File: src/rtl/core_clock_pkg.sv
// Shared types for the core clock controller: sleep/wake state encoding.
package core_clock_pkg;

  typedef enum logic [1:0] {
    RUN   = 2'd0,
    DRAIN = 2'd1,
    SLEEP = 2'd2,
    WAKE  = 2'd3
  } ctrl_state_e;

endpackage

File: src/rtl/core_clock_idle_ctr.sv
// Per-domain saturating idle counter; gate is high once IDLE_CYCLES consecutive
// idle cycles have been seen while the controller is in RUN.
module core_clock_idle_ctr #(
  parameter int IDLE_CYCLES = 8
) (
  input  logic f_clk,
  input  logic g_reset,
  input  logic run,
  input  logic idle,
  output logic gate
);

  localparam int CW = $clog2(IDLE_CYCLES + 1);
  localparam logic [CW-1:0] IDLE_MAX = CW'(IDLE_CYCLES);

  logic [CW-1:0] cnt;

  always_ff @(posedge f_clk or posedge g_reset) begin
    if (g_reset)                cnt <= '0;
    else if (!run || !idle)     cnt <= '0;
    else if (cnt != IDLE_MAX)   cnt <= cnt + 1'b1;
  end

  assign gate = (cnt == IDLE_MAX);

endmodule

File: src/rtl/core_clock_ctrl.sv
// Core clock controller: RUN/DRAIN/SLEEP/WAKE sequencing of per-domain clock requests.
// Optional per-domain idle auto-gating in RUN when CORE_CLOCK_AUTO_GATE_EN is defined.
module core_clock_ctrl
  import core_clock_pkg::*;
#(
  parameter int N_DOMAINS   = 3,
  parameter int WAKE_CYCLES = 2,
  parameter int IDLE_CYCLES = 8
) (
  input  logic                 f_clk,
  input  logic                 g_reset,
  input  logic                 wfi_req,
  input  logic                 wakeup,
  input  logic [N_DOMAINS-1:0] dom_busy,
  input  logic [N_DOMAINS-1:0] dom_req,
  output logic [N_DOMAINS-1:0] clk_req,
  output logic                 sleeping
);

  if (WAKE_CYCLES < 1) begin : g_bad_wake
    $error("core_clock_ctrl: WAKE_CYCLES must be >= 1");
  end
  if (IDLE_CYCLES < 1) begin : g_bad_idle
    $error("core_clock_ctrl: IDLE_CYCLES must be >= 1");
  end

  localparam int WCW = $clog2(WAKE_CYCLES + 1);
  localparam logic [WCW-1:0] WAKE_LOAD = WCW'(WAKE_CYCLES - 1);

  ctrl_state_e            state, nxt;
  logic [WCW-1:0]         wake_cnt, wake_nxt;
  logic [N_DOMAINS-1:0]   clk_req_q, clk_nxt;

  always_ff @(posedge f_clk or posedge g_reset) begin
    if (g_reset) begin
      state     <= RUN;
      wake_cnt  <= '0;
      clk_req_q <= '1;
      sleeping  <= 1'b0;
    end else begin
      state     <= nxt;
      wake_cnt  <= wake_nxt;
      clk_req_q <= clk_nxt;
      sleeping  <= (nxt == SLEEP);
    end
  end

  always_comb begin
    nxt      = state;
    wake_nxt = wake_cnt;
    unique case (state)
      RUN:   if (wfi_req && !wakeup) nxt = DRAIN;
      DRAIN: begin
        if (wakeup || !wfi_req)     nxt = RUN;
        else if (dom_busy == '0)    nxt = SLEEP;
      end
      SLEEP: begin
        // wfi_req dropping alone is ignored here; only a wake event leaves sleep
        if (wakeup) begin
          nxt      = WAKE;
          wake_nxt = WAKE_LOAD;
        end
      end
      WAKE: begin
        if (wake_cnt == '0) nxt = RUN;
        else                wake_nxt = wake_cnt - 1'b1;
      end
      default: nxt = RUN;
    endcase
    clk_nxt = (nxt == SLEEP) ? dom_req : '1;
  end

`ifdef CORE_CLOCK_AUTO_GATE_EN
  logic [N_DOMAINS-1:0] gate;
  logic                 in_run;

  assign in_run = (state == RUN);

  for (genvar i = 0; i < N_DOMAINS; i++) begin : g_idle
    core_clock_idle_ctr #(.IDLE_CYCLES(IDLE_CYCLES)) u_ctr (
      .f_clk   (f_clk),
      .g_reset (g_reset),
      .run     (in_run),
      .idle    (!dom_busy[i] && !dom_req[i]),
      .gate    (gate[i])
    );
  end

  // New activity overrides a gated domain in the same cycle
  assign clk_req = clk_req_q & ~(gate & ~(dom_busy | dom_req) & {N_DOMAINS{in_run}});
`else
  assign clk_req = clk_req_q;
`endif

endmodule

File: config.mk
export PLATFORM = sky130hd
export DESIGN_NAME = core_clock_ctrl
export DESIGN_NICKNAME = d
export VERILOG_FILES = /design/src/rtl/core_clock_pkg.sv /design/src/rtl/core_clock_idle_ctr.sv /design/src/rtl/core_clock_ctrl.sv
export SDC_FILE = /design/constraint.sdc
export NUM_CORES = 1
export LEC_CHECK = 0
export ABC_AREA = 1
export CORE_AREA = 5 5 42 44
export DETAILED_ROUTE_END_ITERATION = 10
export DIE_AREA = 0 0 47 49
export RECOVER_POWER = 50
export SYNTH_ARGS = -nofsm -noshare
export SYNTH_HDL_FRONTEND = slang
export SYNTH_SLANG_ARGS = --single-unit
File: constraint.sdc
create_clock -name f_clk -period 1.4 [get_ports f_clk]
set_clock_uncertainty 0.1 [all_clocks]
set_input_delay 0.28 -clock f_clk [delete_from_list [all_inputs] [get_ports f_clk]]
set_output_delay 0.28 -clock f_clk [all_outputs]
set_load 0.02 [all_outputs]
# Word-level counts from Yosys, hierarchy flattened
# Cells that the tools add are included.
# W data, S select, Z words.
word_totals:
  ff_bits: 8
  out_inout_bits: 4
classes:
  n_eq_ne: 6
  n_reduce_logical: 9
  addsub: 1
  muxes: 10
op_table:
  columns: ["operator", "count"]
  rows:
  - ["$mux W2", 7]
  - ["$pmux W2 S4", 1]
  - ["$eq A2 B2 Y1 const B", 3]
  - ["$logic_not A2 Y1", 2]
  - ["$ne A2 B2 Y1 const B", 2]
  - ["$pmux W2 S2", 1]
  - ["$logic_not A3 Y1", 1]
  - ["$mux W3", 1]
  - ["$reduce_and A3 Y1", 1]
  - ["$eq A2 B1 Y1 const B", 1]
  - ["$logic_not A1 Y1", 2]
  - ["$reduce_bool A2 Y1", 1]
  - ["$sub A2 B1 Y2 const B", 1]
  - ["$logic_and A1 B1 Y1", 1]
  - ["$logic_or A1 B1 Y1", 1]

# Depth between registers and ports, before layout
# Gate-level depths: netlist of the first run.
depth:
  word_depth: 6
  mapped_depth: 8
  depth_no_buf: 8

# Worst setup path after synthesis of the first run
# OpenSTA, ideal clock, no wires.
synth_timing:
  path_kind: "register to register"
  start: "reg wake_cnt[0]"
  end: "reg sleeping"
  setup_slack_ps: 189
  n_path_buf: 0
  arrival_ps: 1042
  stages_incl_launch_ff: 9
  synth_period_minus_slack_ps: 1211
  path_cell_list: "dfrtp_1 inv_1 ha_1 inv_1 nand3_1 nand2_4 a21oi_4 nand2_2 nor2_2"
synth_via:
  elab_chain_cells: 4
synth_lines:
  columns: ["item", "line_no", "text"]
  rows:
  - ["start: declaration", "core_clock_ctrl.sv:31", "logic [WCW-1:0] wake_cnt, wake_nxt;"]
  - ["start signal: assignment", "core_clock_ctrl.sv:42", "wake_cnt <= wake_nxt;"]
  - ["$logic_not A2 Y1", "core_clock_ctrl.sv:65", "if (wake_cnt == '0) nxt = RUN;"]
  - ["$mux W2", "core_clock_ctrl.sv:65", null]
  - ["$pmux W2 S4", "core_clock_ctrl.sv:51", "unique case (state)"]
  - ["$eq A2 B2 Y1", "core_clock_ctrl.sv:44", "sleeping <= (nxt == SLEEP);"]
  - ["end signal: assignment", "core_clock_ctrl.sv:44", null]
  - ["end: declaration", "core_clock_ctrl.sv:17", "output logic sleeping"]
# No other way between the ends.
# A chain may end at the register's enable or synchronous reset.

# Final worst setup path of the first run
layout_timing:
  start: "reg clk_req_q[1], in the netlist clk_req[1]"
  end: "out clk_req[1]"
layout_lines:
  columns: ["item", "line_no", "text"]
  rows:
  - ["start: declaration", "core_clock_ctrl.sv:32", "logic [N_DOMAINS-1:0] clk_req_q, clk_nxt;"]
  - ["start signal: assignment", "core_clock_ctrl.sv:43", "clk_req_q <= clk_nxt;"]
  - ["end: declaration", "core_clock_ctrl.sv:16", "output logic [N_DOMAINS-1:0] clk_req,"]
# No word-level cell between the ends.

==> results of run 1 <==
Yosys cell counts (all sizes together):
library cell | number | share of area, %
dfrtp | 5 | 28
nand3 | 2 | 3.4
nand4 | 4 | 5.7
nand2 | 12 | 14
dfstp | 3 | 18
ha | 1 | 2.8
o21ai | 1 | 1.1
a21oi | 3 | 6.8
inv | 13 | 11
nor2 | 8 | 9.1
layout make-up:
| type | count | area, sq um | share of cell area, % |
|---|---|---|---|
| timing repair buffer | 13 | 114 | 19.0 |
| inverter | 13 | 48.8 | 8.12 |
| clock buffer | 4 | 26.3 | 4.38 |
| multi-input combinational | 31 | 188 | 31.3 |
| tap | 16 | 20.0 | 3.33 |
| sequential | 8 | 204 | 34.0 |
power by group:
group          switching, W  total (W)  internal [W]  leakage [nW]
registers         0.0000593   0.000417      0.000358        0.0928
clock network     0.0000809   0.000190      0.000109        0.0150
logic              0.000354   0.000559      0.000205         0.182
worst paths after layout:
check                             from           to
setup reg to reg           wake_cnt[0]   clk_req[2]
setup / recovery            clk_req[1]   clk_req[1]
hold / removal                 g_reset     sleeping
min in group f_clk         wake_cnt[0]  wake_cnt[0]
hold reg to reg            wake_cnt[0]  wake_cnt[0]
max in group asynchronous      g_reset   clk_req[2]
sequential cells by signal (all words and copies together), names as in the netlist:
| name | count |
|---|---|
| state | 2 |
| sleeping | 1 |
| wake_cnt | 2 |
| clk_req | 3 |
what timing repair did:
item / CTS / global route
gates resized for setup: 12 / 1
endpoints found under the setup margin: 4 / 1
setup buffers: 0 / 0
per-layer routing:
metal,part of all wire (%),wire length [microns]
met4,1.5,12
met5,0,0
met2,48,377
met3,6.0,47
met1,44,348
cells by family (layout without fill, tap and decap cells):
kind of cell	Yosys count	after routing	share of synthesized area (%)
adders and majority gates	1	1	2.84
AOI/OAI and AO/OA	4	4	7.95
buffers and inverters	13	30	11.1
and+or+nand+nor	26	26	31.8
DFF	8	8	46.3
cells in the final DEF (no fill, tap or decap), types with 3 or more instances in the layout:
master           instances
buf_2                    3
clkbuf_4                 3
clkdlybuf4s50_1          8
dfrtp_1                  5
dfstp_2                  3
inv_1                   10
inv_2                    3
nand2_1                  8
nand2_2                  3
nand4_1                  4
nor2_1                   6
through the flow:
stage	instances	power (W)
after floorplan	52	0.000842
after global placement	81	0.00102
after detailed placement	81	0.00103
after CTS	85	0.00119
after global routing	85	0.00127
final	85	0.00117
==> results.md, run 1 <==
- # setup viols final: 0
- Post-DP HPWL: 646 microns
- Number of vias per cell: 4.38
- Final hold vios: 0
- Die area: 2300 sq um
- Clock tree buffer depth: 2
- Die Y: 49 microns
- Initial antenna violation count: 0
- WS Path Type: register to primary output
- Htree depth: 1
- Synth cell types: 18
- Max-Cap Viols: 0
- Grt ovf: 0
- Global-route wire length before repair: 1.31 mm
- CTS buffer count: 3
- Vias in the first global route: 321
- Mapped Cells: 52
- CP required: 1020 ps
- Worst path bufs/invs: 1
- CTS clock-pin slew for the worst setup and hold paths: 60 ps
- Slew @ Worst Pin: 302 ps
- Grt met2 use: 11.1%
- Die width: 47 microns
- DR iter-0 viols: 5
- CTS root buf: clkbuf_4
- CTS tree: done
- Total GRT Usage: 8.04%
- Starting Density: 31.4%
- Worst VDD drop: 0.00117 V
- Met1 Use GR: 9.75%
- Crit Path Max Fanout: 1
- Fillers: 150
- GRT Max-Usage Layer: met2
- Fmax: 767 MHz
- Met3 GRT Util: 5.54%
- Crit path time final: 1300 ps
- Number of detailed-route iterations in the first pass: 4
- Post-synthesis average cell area: 8.47 sq um
- Worst hold slack: 302 ps
- Crit path max-delay cell type: dfstp_2
- R2R depth: 7
- Status: complete, no violations
- Layout area overhead: 36.4%
- Design Area, Final: 601 sq um
- IO Port Bufs: 13
- P per Cell Area: 1940 nW/um^2
- Register area share after synthesis: 46.3%
- Critical path depth: 1
- Final Cycle Share: 93.1%
- Slew Viols, Final: 0
- Row cnt: 14
- Critical path data arrival time: 920 ps
- Hold Crit Class: primary input to asynchronous set/reset pin
- Sink Count: 8
- Share of cells above drive strength 1: 30.4%
- Setup ws final: 96.9 ps
- Crit. End Element: primary output
- Slew HR: 79.9%
- Residual DRC: 0
- Fin nets: 81
- Antenna cells: 0
- Worst-Skew Late Latency: 250 ps
- Via count: 372
- Crit path cell chain: buf_2
- Synth Warn #: 0
- Synthesized area: 440 sq um
- CP top delay family: flip-flops
- Routed wire per std cell: 9.24 microns
- Hold-fix buffers, CTS: 0
- ANT nets after route: 0
- Final core utilization: 42.9%
- Area after DPL: 591 sq um
- Seq cells post-synth: 8
- Slowest cell delay on critical path: 520 ps
- Leak: 0.290 nW
- Pin count of the biggest net entering global routing: 9
- RePlAce Congestion: 0.798
- Core region area: 1400 sq um
- Total routed wirelength: 785 microns
- R2R Setup Slk: 100 ps
- Final TNS setup: 0 ps
- Top-Level Pins: 14
- Syn nets: 63
- CP startpoint kind: register
- Pre-CTS setup slack: -104 ps
Power figures use the tool's default switching activity.
==> inputs of run 2 (changes only) <==
CORE_AREA = 2 2 39 41   (was 5 5 42 44)
DIE_AREA = 0 0 41 43   (was 0 0 47 49)
SETUP_SLACK_MARGIN = 0.2   (was not set)
==> run 2 against run 1 <==
- utilization rose by 7.3 points
- wire length grew 22%
- sequential share of layout area decreased by 4.6 points
- non-clock buffer count is 5 higher
- critical endpoint is now sleeping
- largest cell class is now multi-input gates
==> results.md, run 2 (synthesis results as in run 1) <==
- Status: complete, no violations (unchanged)
- Final Cycle Share: 91.9% (was 93.1%)
- Final hold vios: 0 (unchanged)
- GRT Max-Usage Layer: met2 (unchanged)
- Row cnt: 14 (unchanged)
- Hold-fix buffers, CTS: 0 (unchanged)
- P per Cell Area: 1990 nW/um^2 (was 1940 nW/um^2)
- Via count: 393 (was 372)
- Crit path cell chain: inv_1 > ha_4 > inv_2 > nand3_2 > nand2_4 > a21oi_4 > nand2_2 > nor2_2 (was buf_2)
- Setup ws final: 113 ps (was 96.9 ps)
- Crit path time final: 1290 ps (was 1300 ps)
- Post-DP HPWL: 635 microns (was 646 microns)
- Global-route wire length before repair: 1.43 mm (was 1.31 mm)
- Largest register FFs: 3 (unchanged)
- ANT nets after route: 0 (unchanged)
- Final TNS setup: 0 ps (unchanged)
- Die width: 41 microns (was 47 microns)
- Fin nets: 86 (was 81)
- Most common cell after layout, fill and taps aside: inv_1 (unchanged)
- Grt ovf: 0 (unchanged)
- Pin count of the biggest net entering global routing: 9 (unchanged)
- CTS clock-pin slew for the worst setup and hold paths: 60 ps (about the same)
- Number of detailed-route iterations in the first pass: 4 (unchanged)
- R2R Setup Slk: 110 ps (was 100 ps)
- Final core utilization: 50.2% (was 42.9%)
- Worst flop-to-flop path startpoint: wake_cnt[0] (unchanged)
- Clock tree buffer depth: 2 (unchanged)
- CTS tree: done (unchanged)
- Fmax: 777 MHz (was 767 MHz)
- Number of vias per cell: 4.37 (was 4.38)
- RePlAce Congestion: 0.715 (was 0.798)
- Htree depth: 1 (unchanged)
- Grt met2 use: 20.6% (was 11.1%)
- Crit path max-delay cell type: dfrtp_1 (was dfstp_2)
- Die area: 1760 sq um (was 2300 sq um)
- Critical Path Start: wake_cnt[0] (was clk_req[1])
- FF-to-FF End: sleeping (was clk_req[2])
- Sink Count: 8 (unchanged)
- CTS buffer count: 3 (unchanged)
- Share of cells above drive strength 1: 48.6% (was 30.4%)
- Leak: 0.340 nW (was 0.290 nW)
- Worst VDD drop: 0.000787 V (was 0.00117 V)
- Met3 GRT Util: 4.71% (was 5.54%)
- Top-Level Pins: 14 (unchanged)
- DR iter-0 viols: 5 (unchanged)
- Fillers: 136 (was 150)
- Die Y: 43 microns (was 49 microns)
- RSZ-0062 raised after global routing: true
- Met1 Use GR: 12.1% (was 9.75%)
- Residual DRC: 0 (unchanged)
- Slew HR: 79.3% (was 79.9%)
- WS Path Type: register to register (was register to primary output)
- Routed wire per std cell: 10.6 microns (was 9.24 microns)
- Core region area: 1380 sq um (was 1400 sq um)
- Vias in the first global route: 392 (was 321)
- Slew Viols, Final: 0 (unchanged)
- Critical path data arrival time: 1370 ps (was 920 ps)
- Pre-CTS setup slack: -99.1 ps (was -104 ps)
- Hold Path Depth: 3
- CTS root buf: clkbuf_4 (unchanged)
- R2R depth: 8 (was 7)
- IO Port Bufs: 13 (unchanged)
- # setup viols final: 0 (unchanged)
- Slowest cell delay on critical path: 380 ps (was 520 ps)
- Crit. End Element: register (was primary output)
- Layout area overhead: 57.7% (was 36.4%)
- Total GRT Usage: 12.5% (was 8.04%)
- Starting Density: 31.8% (was 31.4%)
- Total routed wirelength: 958 microns (was 785 microns)
- CP required: 1490 ps (was 1020 ps)
- Crit Path Max Fanout: 5 (was 1)
- Hold path endpoint: state[0]
- Initial antenna violation count: 0 (unchanged)
- Max-Cap Viols: 0 (unchanged)
- Worst hold start: wfi_req
- Antenna cells: 0 (unchanged)
- Slew @ Worst Pin: 311 ps (was 302 ps)
- Commonest cells after routing, fill and taps aside: inv_1 (7), nand2_1 (6), clkdlybuf4s50_1 (6) (was inv_1 (10), nand2_1 (8), clkdlybuf4s50_1 (8))
- Worst-Skew Late Latency: 250 ps (about the same)
- Hold Crit Class: primary input to register (was primary input to asynchronous set/reset pin)
- CP startpoint kind: register (unchanged)
[run 2: cell count changes in the layout (fill, tap and decap cells not counted), sizes merged]
cell	delta
buf	+5
clkdlybuf4s50	-2
dlymetal6s2s	+2
clkbuf	+1
dlygate4sd2	-1
[run 2: worst max path at each step]
stage               endpoint  cells after the start
floorplan           sleeping                      8
global placement    state[1]                      8
detailed placement  sleeping                      7
CTS                 sleeping                      8
global route        sleeping                      8
finish              sleeping                      8
[run 2: layout make-up]
class / instances / area, sq um / area share, %
Multi-Input combinational cell: 31 / 223 / 32.1
Sequential cell: 8 / 204 / 29.4
Timing Repair Buffer: 18 / 170 / 24.5
Inverter: 13 / 51.3 / 7.39
Clock buffer: 4 / 26.3 / 3.78
Tap cell: 16 / 20.0 / 2.88
[run 2: worst max-delay path: cells and delay by family, from the launching register on]
kind / cells / cell delay (ps)
AOI/OAI and AO/OA: 1 / 180
adders and majority gates: 1 / 150
buffers and inverters: 2 / 130
DFF: 1 / 380
and+or+nand+nor: 4 / 270
[run 2: repair_timing]
action,in CTS,in global routing
gates cloned,0,0
setup buffers,3,0
pin swaps,2,8
setup endpoints to repair,11,11
resized for setup,24,13
[run 2: power by group]
part           internal, W  switching [W]
clock network     0.000109      0.0000772
registers         0.000359      0.0000726
logic             0.000328       0.000434
[run 2: stage by stage]
| step | hold slack, ps | power [W] | cell area, sq um | cells |
|---|---|---|---|---|
| floorplan | -6.49 | 0.000852 | 445 | 52 |
| global placement | 355 | 0.00104 | 611 | 83 |
| detailed placement | 369 | 0.00105 | 611 | 83 |
| CTS | 174 | 0.00131 | 659 | 90 |
| global route | 297 | 0.00148 | 694 | 90 |
| finish | 282 | 0.00138 | 694 | 90 |
[run 2: layer usage]
metal	share of wire (%)	routed length, microns	up-vias
met5	0	0	-
met4	0.94	9	0
met3	4.0	38	2
met2	55	523	9
met1	40	387	178
li1	-	-	204
==> inputs of run 3 (changes only) <==
PLACE_DENSITY = 0.63   (was not set)
==> run 3 against run 2 <==
- die area unchanged
- critical path depth decreased by 7
- register-to-register slack about the same
- utilization decreased by 3.5 points
- critical path type is now register to primary output
- largest cell class is now flip-flops and latches
- largest power group unchanged
==> results.md, run 3 (synthesis results as in run 1) <==
- Sink Count: 8 (unchanged)
- Final TNS setup: 0 ps (unchanged)
- WS Path Type: register to primary output (was register to register)
- Design Area, Final: 646 sq um (was 694 sq um)
- Status: complete, no violations (unchanged)
- Residual DRC: 0 (unchanged)
- Row cnt: 14 (unchanged)
- Final Cycle Share: 92.8% (was 91.9%)
- Die Y: 43 microns (unchanged)
- Crit path max-delay cell type: dfstp_2 (was dfrtp_1)
- Largest register FFs: 3 (unchanged)
- Slew HR: 79.5% (was 79.3%)
- Vias in the first global route: 354 (was 392)
- Max-Cap Viols: 0 (unchanged)
- Slew @ Worst Pin: 308 ps (was 311 ps)
- Total GRT Usage: 12.0% (was 12.5%)
- DR iter-0 viols: 5 (unchanged)
- CTS buffer count: 3 (unchanged)
- Comb pwr share: 50.7% (was 55.2%)
- Met1 Wirelength: 373 microns (was 387 microns)
- CTS tree: done (unchanged)
- Worst flop-to-flop path startpoint: wake_cnt[0] (unchanged)
- RSZ-0062 raised after global routing: true (unchanged)
- Via count: 385 (was 393)
- Crit path cell chain: clkbuf_2 (was inv_1 > ha_4 > inv_2 > nand3_2 > nand2_4 > a21oi_4 > nand2_2 > nor2_2)
- Global-route wire length before repair: 1.34 mm (was 1.43 mm)
- Commonest cells after routing, fill and taps aside: inv_1 (8), nand2_1 (8), clkdlybuf4s50_1 (8) (was inv_1 (7), nand2_1 (6), clkdlybuf4s50_1 (6))
- Clock tree buffer depth: 2 (unchanged)
- Routed wl met3: 25 microns (was 38 microns)
- Die area: 1760 sq um (unchanged)
- Crit path time final: 1300 ps (was 1290 ps)
- Worst hold slack: 300 ps (was 282 ps)
- Share of cells above drive strength 1: 39.7% (was 48.6%)
- Slowest cell delay on critical path: 510 ps (was 380 ps)
- Clk pwr share: 15.3% (was 13.5%)
- Hold Crit Class: primary input to asynchronous set/reset pin (was primary input to register)
- Non-Filler Instances: 89 (was 90)
- Routed length on met2: 412 microns (was 523 microns)
- FF-to-FF End: clk_req[2] (was sleeping)
- Slew Viols, Final: 0 (unchanged)
- Antenna cells: 0 (unchanged)
- Number of detailed-route iterations in the first pass: 3 (was 4)
- Core region area: 1380 sq um (unchanged)
- Net Sw Power: 0.000527 W (was 0.000584 W)
- Crit. End Element: primary output (was register)
- Htree depth: 1 (unchanged)
- Leak: 0.312 nW (was 0.340 nW)
- CTS root buf: clkbuf_4 (unchanged)
- Hold-fix buffers, CTS: 0 (unchanged)
- R2R Setup Slk: 120 ps (was 110 ps)
- Internal Power: 0.000744 W (was 0.000796 W)
- P per Cell Area: 1970 nW/um^2 (was 1990 nW/um^2)
- Routed wire per std cell: 9.34 microns (was 10.6 microns)
- Area after DPL: 611 sq um (unchanged)
- Final hold vios: 0 (unchanged)
- Total routed wirelength: 831 microns (was 958 microns)
- R2R depth: 7 (was 8)
- DP Cell Count: 83 (unchanged)
- # setup viols final: 0 (unchanged)
- Top-Level Pins: 14 (unchanged)
- Sw frac: 41.5% (was 42.3%)
- Critical path data arrival time: 920 ps (was 1370 ps)
- ANT nets after route: 0 (unchanged)
- Sequential share of power: 33.9% (was 31.3%)
- Pre-CTS setup slack: -96.5 ps (was -99.1 ps)
- IO Port Bufs: 13 (unchanged)
- Worst-Skew Late Latency: 260 ps (was 250 ps)
- Pin count of the biggest net entering global routing: 9 (unchanged)
- CP top delay family: flip-flops (unchanged)
- CP required: 1020 ps (was 1490 ps)
- Grt ovf: 0 (unchanged)
- CP startpoint kind: register (unchanged)
- Number of vias per cell: 4.33 (was 4.37)
- Crit Path Max Fanout: 1 (was 5)
- Initial antenna violation count: 0 (unchanged)
- Worst path bufs/invs: 1 (was 2)
- RePlAce Congestion: 0.719 (was 0.715)
- Starting Density: 31.8% (unchanged)
- Setup ws final: 101 ps (was 113 ps)
- Worst VDD drop: 0.000904 V (was 0.000787 V)
- Fin nets: 85 (was 86)
- Post-DP HPWL: 662 microns (was 635 microns)
- DR top layer: met4 (unchanged)
- Die width: 41 microns (unchanged)
- Layout area overhead: 46.6% (was 57.7%)
- Fmax: 770 MHz (was 777 MHz)
- CTS clock-pin slew for the worst setup and hold paths: 60 ps (about the same)
run 3: cell count changes in the layout (fill, tap and decap cells not counted), sizes merged:
| cell | change |
|---|---|
| buf | -2 |
| clkbuf | +1 |
| clkdlybuf4s50 | +2 |
| dlymetal6s2s | -2 |
run 3: stage by stage:
step | power, W | utilization (%)
after floorplan | 0.000852 | -
after global placement | 0.00104 | 44.1
after detailed placement | 0.00105 | 44.1
after CTS | 0.00129 | 46.9
after global routing | 0.00138 | 46.7
final | 0.00127 | 46.7
run 3: metal layers:
layer	track usage, %	vias up
li1	-	201
met1	13.7	172
met2	16.6	8
met3	3.14	4
met4	12.0	0
met5	0	-
run 3: repair_timing:
item,in CTS,in global routing
setup buffers,2,0
resized for setup,23,3
pin swaps,1,3
setup endpoints to repair,10,11
run 3: power groups by stage:
| stage | registers [W] | clock network (W) | logic, W |
|---|---|---|---|
| final | 0.000431 | 0.000195 | 0.000645 |
| after global routing | 0.000444 | 0.000216 | 0.000716 |
| after CTS | 0.000429 | 0.000200 | 0.000659 |
| after detailed placement | 0.000429 | 0 | 0.000617 |
| after global placement | 0.000426 | 0 | 0.000614 |
| after floorplan | 0.000487 | 0 | 0.000365 |
run 3: cell type report:
class                      count  area (sq um)
multi-input combinational     31           195
fill                         134           738
inverter                      13          48.8
sequential                     8           204
timing repair buffer          17           151
clock buffer                   4          26.3
tap                           16          20.0
run 3: worst max-delay path by stage:
| stage | slack [ps] | start | depth (start not counted) | end |
|---|---|---|---|---|
| after global routing | 40 | wake_cnt[0] | 8 | sleeping |
| final | 100 | clk_req[2] | 1 | clk_req[2] |
| after global placement | -90 | wakeup | 8 | sleeping |
| after detailed placement | -100 | wfi_req | 7 | sleeping |
| after CTS | 120 | wake_cnt[0] | 8 | sleeping |
| after floorplan | 220 | wake_cnt[0] | 8 | sleeping |
